$ cat config.mk
export PLATFORM = sky130hd
export DESIGN_NAME = defuse_sched
export DESIGN_NICKNAME = d
export VERILOG_FILES = /design/src/rtl/saper_pkg.sv /design/src/rtl/coord_fifo.sv /design/src/rtl/defuse_sched.sv
export SDC_FILE = /design/constraint.sdc
export NUM_CORES = 1
export LEC_CHECK = 0
export ABC_AREA = 1
export BUFFER_PORTS_ARGS = -buffer_cell sky130_fd_sc_hd__buf_2
export CAP_MARGIN = 20
export CORE_MARGIN = 5
export CORE_UTILIZATION = 45
export DETAILED_ROUTE_END_ITERATION = 16
export GPL_TIMING_DRIVEN = 0
export HOLD_SLACK_MARGIN = 0.02
export SYNTH_ARGS = -nofsm -noshare
export SYNTH_HDL_FRONTEND = slang
export SYNTH_SLANG_ARGS = --single-unit
$ cat constraint.sdc
create_clock -name clk -period 4.9 [get_ports clk]
set_input_delay 0.49 -clock clk [delete_from_list [all_inputs] [get_ports clk]]
set_output_delay 0.49 -clock clk [all_outputs]
set_load 0.02 [all_outputs]
$ cat src/rtl/saper_pkg.sv
// Shared Saper board types: difficulty levels, coordinates, grid sizes and
// the fixed neighbour scan order used by the reveal sequencer.
package saper_pkg;

  localparam int COORD_BITS = 5;

  typedef enum logic [1:0] {
    LVL_NONE   = 2'd0,
    LVL_EASY   = 2'd1,
    LVL_MEDIUM = 2'd2,
    LVL_HARD   = 2'd3
  } level_t;

  typedef struct packed {
    logic [COORD_BITS-1:0] x;
    logic [COORD_BITS-1:0] y;
  } coord_t;

  // Offsets are (dx, dy) pairs, one entry per SCAN index.
  localparam logic signed [COORD_BITS:0] NBR_OFF_X [8] = '{
    -6'sd1, -6'sd1, -6'sd1, 6'sd0, 6'sd0, 6'sd1, 6'sd1, 6'sd1
  };
  localparam logic signed [COORD_BITS:0] NBR_OFF_Y [8] = '{
    -6'sd1, 6'sd0, 6'sd1, -6'sd1, 6'sd1, -6'sd1, 6'sd0, 6'sd1
  };

  function automatic logic [COORD_BITS:0] grid_size(level_t lvl);
    case (lvl)
      LVL_EASY:   return 6'd8;
      LVL_MEDIUM: return 6'd10;
      LVL_HARD:   return 6'd16;
      default:    return 6'd0;
    endcase
  endfunction

endpackage

$ cat src/rtl/coord_fifo.sv
// Synchronous FIFO of board coordinates; pushes while full are dropped and
// flush empties it in one cycle.
module coord_fifo
  import saper_pkg::*;
#(
  parameter int QDEPTH = 16
) (
  input  logic   clk,
  input  logic   rst,
  input  logic   push,
  input  logic   pop,
  input  logic   flush,
  input  coord_t din,
  output coord_t dout,
  output logic   full,
  output logic   empty
);

  localparam int AW = $clog2(QDEPTH);

  coord_t         mem [QDEPTH];
  logic   [AW:0]  wr_ptr;
  logic   [AW:0]  rd_ptr;

  assign empty = (wr_ptr == rd_ptr);
  assign full  = (wr_ptr[AW] != rd_ptr[AW]) && (wr_ptr[AW-1:0] == rd_ptr[AW-1:0]);
  assign dout  = mem[rd_ptr[AW-1:0]];

  // NOTE: storage has no reset; the pointers alone decide what is valid.
  always_ff @(posedge clk) begin
    if (push && !full && !flush) mem[wr_ptr[AW-1:0]] <= din;
  end

  always_ff @(posedge clk or posedge rst) begin
    if (rst) begin
      wr_ptr <= '0;
      rd_ptr <= '0;
    end else if (flush) begin
      wr_ptr <= '0;
      rd_ptr <= '0;
    end else begin
      if (push && !full) wr_ptr <= wr_ptr + 1'b1;
      if (pop && !empty) rd_ptr <= rd_ptr + 1'b1;
    end
  end

endmodule

$ cat src/rtl/defuse_sched.sv
// Flood-fill reveal sequencer: accepts a click, owns the defuse write port and
// expands zero-neighbour cells through a coordinate queue.
module defuse_sched
  import saper_pkg::*;
#(
  parameter int COORD_W = COORD_BITS,
  parameter int QDEPTH  = 16
) (
  input  logic               clk,
  input  logic               rst,
  input  logic [1:0]         level,
  input  logic               explode,
  input  logic               click_valid,
  input  logic [COORD_W-1:0] click_x,
  input  logic [COORD_W-1:0] click_y,
  output logic               click_ready,
  output logic [COORD_W-1:0] rd_x,
  output logic [COORD_W-1:0] rd_y,
  input  logic               rd_mine,
  input  logic               rd_defused,
  input  logic               rd_nbr_zero,
  output logic               wr_en,
  output logic [COORD_W-1:0] wr_x,
  output logic [COORD_W-1:0] wr_y,
  output logic               hit_mine,
  output logic               busy,
  output logic               done,
  output logic               q_overflow
);

  localparam logic [1:0] S_IDLE  = 2'd0;
  localparam logic [1:0] S_POP   = 2'd1;
  localparam logic [1:0] S_CHECK = 2'd2;
  localparam logic [1:0] S_SCAN  = 2'd3;

  logic [1:0]   state;
  coord_t       cur;
  logic         first_cell;
  logic [COORD_W:0] size_r;
  logic [2:0]   idx;
  logic         ovf_r;

  coord_t fifo_din, fifo_dout;
  logic   fifo_push, fifo_pop, fifo_flush, fifo_full, fifo_empty;

  logic signed [COORD_W:0] nx, ny, lim;
  logic [COORD_W:0]        click_size;
  logic                    nbr_ok, accept, check_open, scan_push;

  // NOTE: every combinational output gets a default first so no latch is inferred.
  always_comb begin
    click_size  = grid_size(level_t'(level));
    click_ready = (state == S_IDLE) && (level != 2'd0);
    busy        = (state != S_IDLE);
    nx          = $signed({1'b0, cur.x}) + NBR_OFF_X[idx];
    ny          = $signed({1'b0, cur.y}) + NBR_OFF_Y[idx];
    lim         = $signed(size_r);
    nbr_ok      = !nx[COORD_W] && (nx < lim) && !ny[COORD_W] && (ny < lim);

    rd_x = cur.x;
    rd_y = cur.y;
    if (state == S_SCAN && nbr_ok) begin
      rd_x = nx[COORD_W-1:0];
      rd_y = ny[COORD_W-1:0];
    end

    accept     = click_ready && click_valid && !explode &&
                 ({1'b0, click_x} < click_size) && ({1'b0, click_y} < click_size);
    check_open = (state == S_CHECK) && !rd_mine && !rd_defused;
    wr_en      = check_open && !explode;
    wr_x       = cur.x;
    wr_y       = cur.y;
    hit_mine   = (state == S_CHECK) && rd_mine && first_cell && !explode;
    done       = (state == S_POP) && fifo_empty && !explode;
    scan_push  = (state == S_SCAN) && nbr_ok && !rd_mine && !rd_defused && !explode;

    fifo_push  = accept || scan_push;
    fifo_din   = accept ? coord_t'{x: click_x, y: click_y}
                        : coord_t'{x: nx[COORD_W-1:0], y: ny[COORD_W-1:0]};
    fifo_pop   = (state == S_POP) && !fifo_empty && !explode;
    fifo_flush = explode || hit_mine;
    q_overflow = ovf_r;
  end

  coord_fifo #(.QDEPTH(QDEPTH)) u_fifo (
    .clk   (clk),
    .rst   (rst),
    .push  (fifo_push),
    .pop   (fifo_pop),
    .flush (fifo_flush),
    .din   (fifo_din),
    .dout  (fifo_dout),
    .full  (fifo_full),
    .empty (fifo_empty)
  );

  // NOTE: sequential state uses non-blocking assignments only.
  always_ff @(posedge clk or posedge rst) begin
    if (rst) begin
      state      <= S_IDLE;
      cur        <= '0;
      first_cell <= 1'b0;
      size_r     <= '0;
      idx        <= '0;
      ovf_r      <= 1'b0;
    end else begin
      if (accept)                       ovf_r <= 1'b0;
      else if (fifo_push && fifo_full)  ovf_r <= 1'b1;

      if (explode) begin
        state <= S_IDLE;
      end else begin
        case (state)
          S_IDLE: if (accept) begin
            state      <= S_POP;
            size_r     <= click_size;
            first_cell <= 1'b1;
          end
          S_POP: if (fifo_empty) begin
            state <= S_IDLE;
          end else begin
            cur   <= fifo_dout;
            state <= S_CHECK;
          end
          S_CHECK: begin
            first_cell <= 1'b0;
            if (hit_mine)                        state <= S_IDLE;
            else if (check_open && rd_nbr_zero) begin
              state <= S_SCAN;
              idx   <= '0;
            end else                             state <= S_POP;
          end
          default: begin
            idx <= idx + 3'd1;
            if (idx == 3'd7) state <= S_POP;
          end
        endcase
      end
    end
  end

endmodule

==> results.cfg, run 1 <==
[status]
status = finished, final reports clean

[clock_tree]
path_clk_slew_ps = 80
clockBufferDepth = 2
cts_tree = built
htree_levels = 4
cts.sinks = 190
cts_made_buffers = 17
clk-insertion-delay-late_ps = 440
cts_root_buffer = clkbuf_16

[sta]
setup_viol = 0
fin_skew_ps = 15.43
fin_crit_ps = 4659
period_share_pct = 95.08
rsz0062_at_grt = no
worst_pin_slew_ps = 1075
fin_tns_setup_ps = 0
finalHoldViolations = 0
fmax_ghz = 0.2146
max_slew_margin_pct = 28.08
final_max_slew_viol_count = 0

[min_path]
hold_class = input pin to asynchronous set/reset pin

[setup_path]
cp.required_ps = 4940
crit_path_cell_trace = inv_1 -> ha_1 -> mux2i_1 -> ha_1 -> inv_1 -> fa_1 -> o21ai_0 -> a21oi_1 -> xnor2_1 -> ha_1 -> nand2_1 -> nand2_1 -> nor2_8 -> nand4_4 -> nand2_8 -> nand4_4 -> nor2_1
crit_path_frequent_cell = ha_1
cpPeakStageDelay_ps = 840
critical_path_class = flop to flop
start_kind = flop
path_buf_inv = 2
end_kind = flop
slowest_stage = nor2_1
critPathArrivalTime_ps = 4700
cp_max_fo = 10
path_delay_family = simple AND/OR/NAND/NOR gates

[logic_synthesis]
synthArstFlopShare_pct = 15.79
yosysTopAreaCell = edfxtp_1
syn_inst = 829
synth_ff_type = edfxtp_1
synth_seq_cells = 190
synth_common_cells = edfxtp_1 (160), nor2_1 (120), nand2_1 (116)
synth.most_common_cell = edfxtp_1
avgSynthCellArea_um2 = 10.97
synth_edf_count = 160
ys_top_cells_by_area = edfxtp_1 (53%), dfrtp_1 (8.3%), ha_1 (5.0%), nor2_1 (5.0%), nand2_1 (4.8%)
syn_area_um2 = 9091
yosysTopAreaCellShare_pct = 52.85
yosysWarnings = 0
netlist-cell-type-count = 44
ys_seq_area_share_pct = 61.11
syn_nets = 885

[detailed_routing]
totalWireLength_um = 23420
drcViolationCount = 0
wl_per_cell_um = 19.75
final_antenna_net_count = 0
drt_iter0_drc = 487
viasPerCell = 5.388
via_count = 6390
drtPass1Iterations = 4

[placement]
hpwl_um = 16020
gp_congestion = 0.9082
portBuffers = 44

[layout]
nFillCells = 1805
synthToLayoutAreaGrowth_pct = 14.11
fin_nets = 959
diodes = 0
fin_util_pct = 51.77
drive_above_1_share_pct = 15.39
regArea_um2 = 5555
multi_input_area_um2 = 3084

[job]
maxCapViolations = 0

[global_route]
grt_max_degree = 23
track_usage_pct = 20.21
grt_pass1_vias = 6190
antenna_found_initial = 0
grt_pass1_wl_um = 35930
overflow = 0

[floorplanning]
num_io_pins = 45
num_rows = 52
die_area_um2 = 23150
die_w_um = 152.1
initial_core_util_pct = 45.37
die_h_um = 152.1
fp.coreArea_um2 = 20040

[pwr]
power_density_nw_per_um2 = 542.1
leakage_nw = 4.022
ir_worst_vdd_mv = 0.2212
-- state kept, by name, summed over array words and instances, names as in the netlist, 2 cells and up --
name	count
state	2
u_fifo.wr_ptr	5
lim	3
u_fifo.rd_ptr	5
wr_x	5
u_fifo.mem	160
idx	3
wr_y	5
-- logic make-up after synthesis --
| family | after synthesis | synth area share [%] |
|---|---|---|
| XOR/XNOR | 13 | 1.252 |
| AO/OA/AOI/OAI | 187 | 11.99 |
| buffers and inverters | 103 | 4.996 |
| multiplexers | 1 | 0.1101 |
| flip-flops | 190 | 61.11 |
| AND/OR/NAND/NOR | 298 | 15.37 |
| adder cells (fa/ha/maj) | 37 | 5.175 |
-- path summary, 6_finish.rpt --
path / cells after the start / to / from / slack, ps
max in group asynchronous: 3 / wr_x[0]$_DFFE_PP0P_ / rst / 4360
worst min register to register: 2 / lim[4]$_DFFE_PP0P_ / lim[4]$_DFFE_PP0P_ / 490
worst min-delay path: 2 / first_cell$_DFFE_PP0P_ / rst / 50
worst max-delay path: 17 / u_fifo.mem[1][1]$_DFFE_PP_ / idx[0]$_DFFE_PP0P_ / 240
worst max register to register: 17 / u_fifo.mem[1][1]$_DFFE_PP_ / idx[0]$_DFFE_PP0P_ / 240
min in group clk: 4 / state[1]$_DFFE_PP0P_ / explode / 450
-- where the power goes --
| part | total, mW | switching [mW] | internal, mW |
|---|---|---|---|
| registers | 2.40 | 0.0932 | 2.30 |
| logic | 1.83 | 1.33 | 0.503 |
| clock network | 1.39 | 0.664 | 0.730 |
| total | 5.62 | 2.09 | 3.54 |
-- layout by cell type, fill, tap and decap left out, drive strengths merged, types with 2 or more instances in the layout --
master / netlist / layout
a31oi: 9 / 9
o221ai: 14 / 14
nand3: 31 / 31
inv: 62 / 70
dfrtp: 30 / 30
clkbuf: 22 / 39
nor2: 123 / 123
nand4: 10 / 10
nor3: 5 / 5
edfxtp: 160 / 160
a41oi: 2 / 2
o21ai: 109 / 109
a211oi: 2 / 2
clkinv: 0 / 5
o22ai: 26 / 26
nand3b: 3 / 3
xor2: 7 / 7
nand2: 124 / 124
a21oi: 15 / 15
buf: 19 / 74
ha: 36 / 36
a21o: 2 / 2
xnor2: 6 / 6
o211ai: 6 / 6
-- routing by layer --
| layer | wire length [um] | GRT usage, % | vias to the layer above |
|---|---|---|---|
| li1 | - | - | 3082 |
| met1 | 10140 | 26.49 | 3086 |
| met2 | 11530 | 34.12 | 195 |
| met3 | 1270 | 4.345 | 27 |
| met4 | 482 | 5.736 | 0 |
| met5 | 0 | 0 | - |
-- cell type report --
type,count,area share (%)
buffer,41,2.135
clock buffer,17,4.101
clock inverter,15,1.616
inverter,62,2.243
multi-input combinational,536,29.73
sequential,190,53.55
tap,270,3.257
timing repair buffer,55,3.365
-- timing repair --
action | in CTS | in global routing
buffers inserted | 0 | 0
resized for setup | 0 | 1
hold buffers | 0 | 0
endpoints found under the setup margin | 0 | 53
-- through the flow --
step                hold WS [ps]  std cells  setup WS [ps]  instance area [um2]  total power, mW
global placement           472.1       1143          207.2                 9649            4.176
CTS                        47.77       1180          137.5                10310            5.634
detailed placement         477.8       1148          174.5                 9718            4.253
floorplan                  453.0        829           1199                 9091            3.518
global route               60.20       1186          20.86                10370            5.917
finish                     47.02       1186          241.1                10370            5.623
No activity file was read; power rests on OpenSTA's default activity.
==> run 2, diff against run 1 <==
- CORE_UTILIZATION: 45 -> 60
- PLACE_DENSITY: default -> 0.78
==> results.cfg, run 2 (synthesis results as in run 1) <==
[status]
status = finished, final reports clean

[sta]
finalHoldViolations = 0
fin_tns_setup_ps = 0
rsz0062_at_grt = no
final_max_slew_viol_count = 0
fmax_ghz = 0.2199
hold-worst-slack_ps = 61.09
fin_skew_ps = 11.69
max_slew_margin_pct = 28.33
worst_pin_slew_ps = 1069
setup_viol = 0
fin_crit_ps = 4548
worst_slack_ps = 351.7
period_share_pct = 92.82

[clock_tree]
cts_tree = built
cts_hold_buffers = 0
cts_root_buffer = clkbuf_16
path_clk_slew_ps = 70
cts.repair.resized = 0
htree_levels = 4
clk-insertion-delay-late_ps = 440
cts_setup_buffers = 0
cts.sinks = 190
cts_made_buffers = 17
clockBufferDepth = 2

[setup_path]
crit_path_cell_trace = inv_1 -> ha_1 -> o21ai_2 -> inv_2 -> fa_1 -> o21ai_0 -> a21oi_1 -> xnor2_1 -> ha_1 -> nand2_1 -> nand2_1 -> nor2_8 -> nand4_4 -> nand2_8 -> nand4_4 -> nor2_1
cp.required_ps = 4960
critical_path_class = flop to flop
start_kind = flop
path_buf_inv = 2
cp_max_fo = 10
end_kind = flop
path_delay_family = simple AND/OR/NAND/NOR gates
critPathArrivalTime_ps = 4610
r2r_setup_slack_ps = 350
cpPeakStageDelay_ps = 830
slowest_stage = nor2_1

[detailed_routing]
met3WireLength_um = 1927
final_antenna_net_count = 0
drtPass1Iterations = 6
drt_iter0_drc = 778
wl_met2_um = 10820
viasPerCell = 6.001
highest_layer = met4
wl_per_cell_um = 20.28
via_count = 6601
drcViolationCount = 0
totalWireLength_um = 22310
met1_length_um = 8856

[layout]
drive_above_1_share_pct = 15.02
fin_util_pct = 68.04
layout_commonest_cell = edfxtp_1
synthToLayoutAreaGrowth_pct = 12.51
fin_nets = 955
largest_register_ffs = 160
diodes = 0
final_cell_mix = edfxtp_1 (160), nor2_1 (120), nand2_1 (116)
nFillCells = 1073
fin_area_um2 = 10230
instances_no_fill = 1100

[pwr]
total_power_mw = 5.642
ir_worst_vdd_mv = 0.3385
leakage_nw = 4.002
power_density_nw_per_um2 = 551.6

[placement]
placed_cells = 1063
portBuffers = 44
gp_congestion = 0.9331
dp_slack_ps = 319.5
hpwl_um = 15290
dpl-instance-area_um2 = 9585

[floorplanning]
num_rows = 45
num_io_pins = 45
fp.coreArea_um2 = 15030
die_w_um = 133.1
initial_core_util_pct = 60.47
die_h_um = 133.1
die_area_um2 = 17710

[global_route]
track_usage_pct = 25.36
overflow = 0
grt_max_degree = 23
grt_pass1_wl_um = 34380
grt_pass1_vias = 6194
antenna_found_initial = 0

[min_path]
hold_class = input pin to asynchronous set/reset pin

[job]
maxCapViolations = 0
## run 2: cell count changes in the layout (fill, tap and decap cells not counted)
| cell | delta |
|---|---|
| clkinv_1 | -1 |
| clkbuf_8 | +2 |
| inv_8 | -2 |
| inv_6 | +3 |
| ha_1 | +1 |
| ha_2 | -1 |
| buf_6 | -6 |
## run 2: metal layers
layer / up-vias / global-route usage (%)
li1: 3068 / -
met1: 3127 / 33.53
met2: 347 / 43.06
met3: 59 / 3.890
met4: 0 / 9.086
met5: - / 0
## run 2: worst paths after layout
| kind | startpoint | to | depth (start not counted) |
|---|---|---|---|
| min in group clk | explode | state[1]$_DFFE_PP0P_ | 4 |
| max reg2reg | idx[0]$_DFFE_PP0P_ | u_fifo.mem[2][6]$_DFFE_PP_ | 16 |
| min reg2reg | lim[4]$_DFFE_PP0P_ | lim[4]$_DFFE_PP0P_ | 2 |
| max | idx[0]$_DFFE_PP0P_ | u_fifo.mem[2][6]$_DFFE_PP_ | 16 |
| min | rst | first_cell$_DFFE_PP0P_ | 2 |
| max in group asynchronous | rst | wr_x[0]$_DFFE_PP0P_ | 3 |
## run 2: cell type report
type	count	area, um2	share of cell area, %
plain buffers	41	221.5	2.165
clock buffers	17	425.4	4.159
clock inverters	15	167.7	1.639
inverters	62	232.7	2.275
multi-input cells	536	3082	30.13
flip-flops and latches	190	5555	54.31
well taps	188	235.2	2.300
repair buffers	51	309.0	3.021
## run 2: where the power goes
| group | switching [mW] | internal (mW) | total, mW |
|---|---|---|---|
| clock network | 0.660 | 0.729 | 1.39 |
| registers | 0.0909 | 2.30 | 2.40 |
| logic | 1.33 | 0.523 | 1.86 |
## run 2: worst reg2reg max path, cell delays in order (launching register included)
cell,delay (ps)
dfrtp_1,400
inv_1,110
ha_1,330
o21ai_2,310
inv_2,80
fa_1,440
o21ai_0,180
a21oi_1,100
xnor2_1,340
ha_1,310
nand2_1,70
nand2_1,110
nor2_8,140
nand4_4,120
nand2_8,160
nand4_4,130
nor2_1,830
==> run 3, diff against run 2 <==
- CORE_MARGIN: 5 -> 8
==> results.cfg, run 3 (synthesis results as in run 1) <==
[clock_tree]
htree_levels = 4
cts_tree = built
cts_made_buffers = 17
cts_root_buffer = clkbuf_16
cts.sinks = 190
cts_hold_buffers = 0
path_clk_slew_ps = 70
clk-insertion-delay-late_ps = 440
clockBufferDepth = 2

[job]
maxCapViolations = 0

[placement]
dpl-instance-area_um2 = 9585
portBuffers = 44
gp_congestion = 0.9042
hpwl_um = 15320

[min_path]
hold_class = input pin to asynchronous set/reset pin

[setup_path]
cp_max_fo = 10
slowest_stage = nor2_1
path_delay_family = simple AND/OR/NAND/NOR gates
cpPeakStageDelay_ps = 820
crit_path_frequent_cell = ha_1
r2r_setup_slack_ps = 260
r2r_start = idx[0]$_DFFE_PP0P_
crit-reg2reg-capture = u_fifo.mem[4][4]$_DFFE_PP_
start_kind = flop
path_buf_inv = 2
critical_path_class = flop to flop
critPathArrivalTime_ps = 4700
crit_path_cell_trace = inv_1 -> ha_1 -> mux2i_1 -> ha_1 -> inv_1 -> fa_1 -> o21ai_0 -> a21oi_1 -> xnor2_1 -> ha_1 -> nand2_1 -> nand2_1 -> nor2_8 -> nand4_4 -> nand2_8 -> nand4_4 -> nor2_1
ff2ff_path_depth = 17
cp.required_ps = 4960
end_kind = flop

[sta]
rsz0062_at_grt = no
final_max_slew_viol_count = 0
fin_tns_setup_ps = 0
fin_crit_ps = 4645
hold-worst-slack_ps = 126.1
max_slew_margin_pct = 28.66
finalHoldViolations = 0
fmax_ghz = 0.2153
worst_pin_slew_ps = 1064
fin_skew_ps = 11.19
period_share_pct = 94.79
setup_viol = 0

[detailed_routing]
via_count = 6626
viasPerCell = 6.018
totalWireLength_um = 22220
drtPass1Iterations = 5
final_antenna_net_count = 0
drt_iter0_drc = 697
drcViolationCount = 0
wl_per_cell_um = 20.18

[floorplanning]
num_io_pins = 45
fp.coreArea_um2 = 14980
die_area_um2 = 19350
num_rows = 45
initial_core_util_pct = 60.70
die_w_um = 139.1
die_h_um = 139.1

[pwr]
power_density_nw_per_um2 = 545.6
leakage_nw = 3.994
total_power_mw = 5.581
ir_worst_vdd_mv = 0.3250

[layout]
diodes = 0
fin_area_um2 = 10230
largest_register_ffs = 160
final_cell_mix = edfxtp_1 (160), nor2_1 (119), nand2_1 (116)
fin_nets = 956
layout_commonest_cell = edfxtp_1
nFillCells = 1108
synthToLayoutAreaGrowth_pct = 12.51
multi_input_area_um2 = 3084
drive_above_1_share_pct = 15.12
regArea_um2 = 5555

[global_route]
overflow = 0
grt_pass1_vias = 6319
antenna_found_initial = 0
grt_max_degree = 20
grt_pass1_wl_um = 34140
track_usage_pct = 22.91

[status]
status = finished, final reports clean
run 3: worst reg2reg max path: stages, from the launching register on:
cell	delay, ps
dfrtp_1	410
inv_1	110
ha_1	210
mux2i_1	290
ha_1	290
inv_1	70
fa_1	400
o21ai_0	210
a21oi_1	100
xnor2_1	300
ha_1	300
nand2_1	60
nand2_1	110
nor2_8	140
nand4_4	130
nand2_8	170
nand4_4	140
nor2_1	820
run 3: area by class of cell:
| type | count | share of cell area, % |
|---|---|---|
| clock inverters | 13 | 1.431 |
| well taps | 188 | 2.300 |
| clock buffers | 19 | 4.330 |
| inverters | 62 | 2.275 |
| multi-input cells | 536 | 30.15 |
| repair buffers | 52 | 3.034 |
| plain buffers | 41 | 2.165 |
| flip-flops and latches | 190 | 54.31 |
run 3: metrics by stage:
step                cells  worst slack, ps  util [%]
floorplan             829             1199         -
global placement     1061            315.9     63.74
detailed placement   1063            162.7     64.00
CTS                  1095            149.6     67.94
global route         1101            21.35     68.30
finish               1101            255.1     68.30
run 3: how the worst max path moves through the flow:
stage,from,slack (ps),end,depth (start not counted)
2_1_floorplan,idx[0]$_DFFE_PP0P_,1200,u_fifo.mem[0][0]$_DFFE_PP_,16
3_3_place_gp,idx[0]$_DFFE_PP0P_,320,u_fifo.mem[9][4]$_DFFE_PP_,17
3_5_place_dp,idx[0]$_DFFE_PP0P_,160,u_fifo.mem[11][0]$_DFFE_PP_,17
4_1_cts,idx[0]$_DFFE_PP0P_,150,u_fifo.mem[11][5]$_DFFE_PP_,17
5_1_grt,idx[0]$_DFFE_PP0P_,20,u_fifo.mem[12][9]$_DFFE_PP_,17
6_report,idx[0]$_DFFE_PP0P_,260,u_fifo.mem[4][4]$_DFFE_PP_,17
run 3: power by group:
part | internal (mW) | switching [mW] | leakage, nW | total [mW]
Clock | 0.736 | 0.633 | 0.280 | 1.37
Combinational | 0.509 | 1.31 | 1.89 | 1.81
Sequential | 2.30 | 0.0926 | 1.82 | 2.40
Total | 3.55 | 2.03 | 3.99 | 5.58
run 3: layer usage:
metal | vias to the layer above | routed length (um) | global-route usage [%]
met2 | 315 | 10720 | 37.91
met3 | 48 | 1673 | 4.716
met1 | 3182 | 9110 | 28.36
li1 | 3081 | - | -
met4 | 0 | 708 | 10.92
met5 | - | 0 | 0
run 3: timing repair:
action / in CTS / in global routing
setup buffers: 0 / 0
gates resized for setup: 0 / 1
endpoints found under the setup margin: 0 / 10
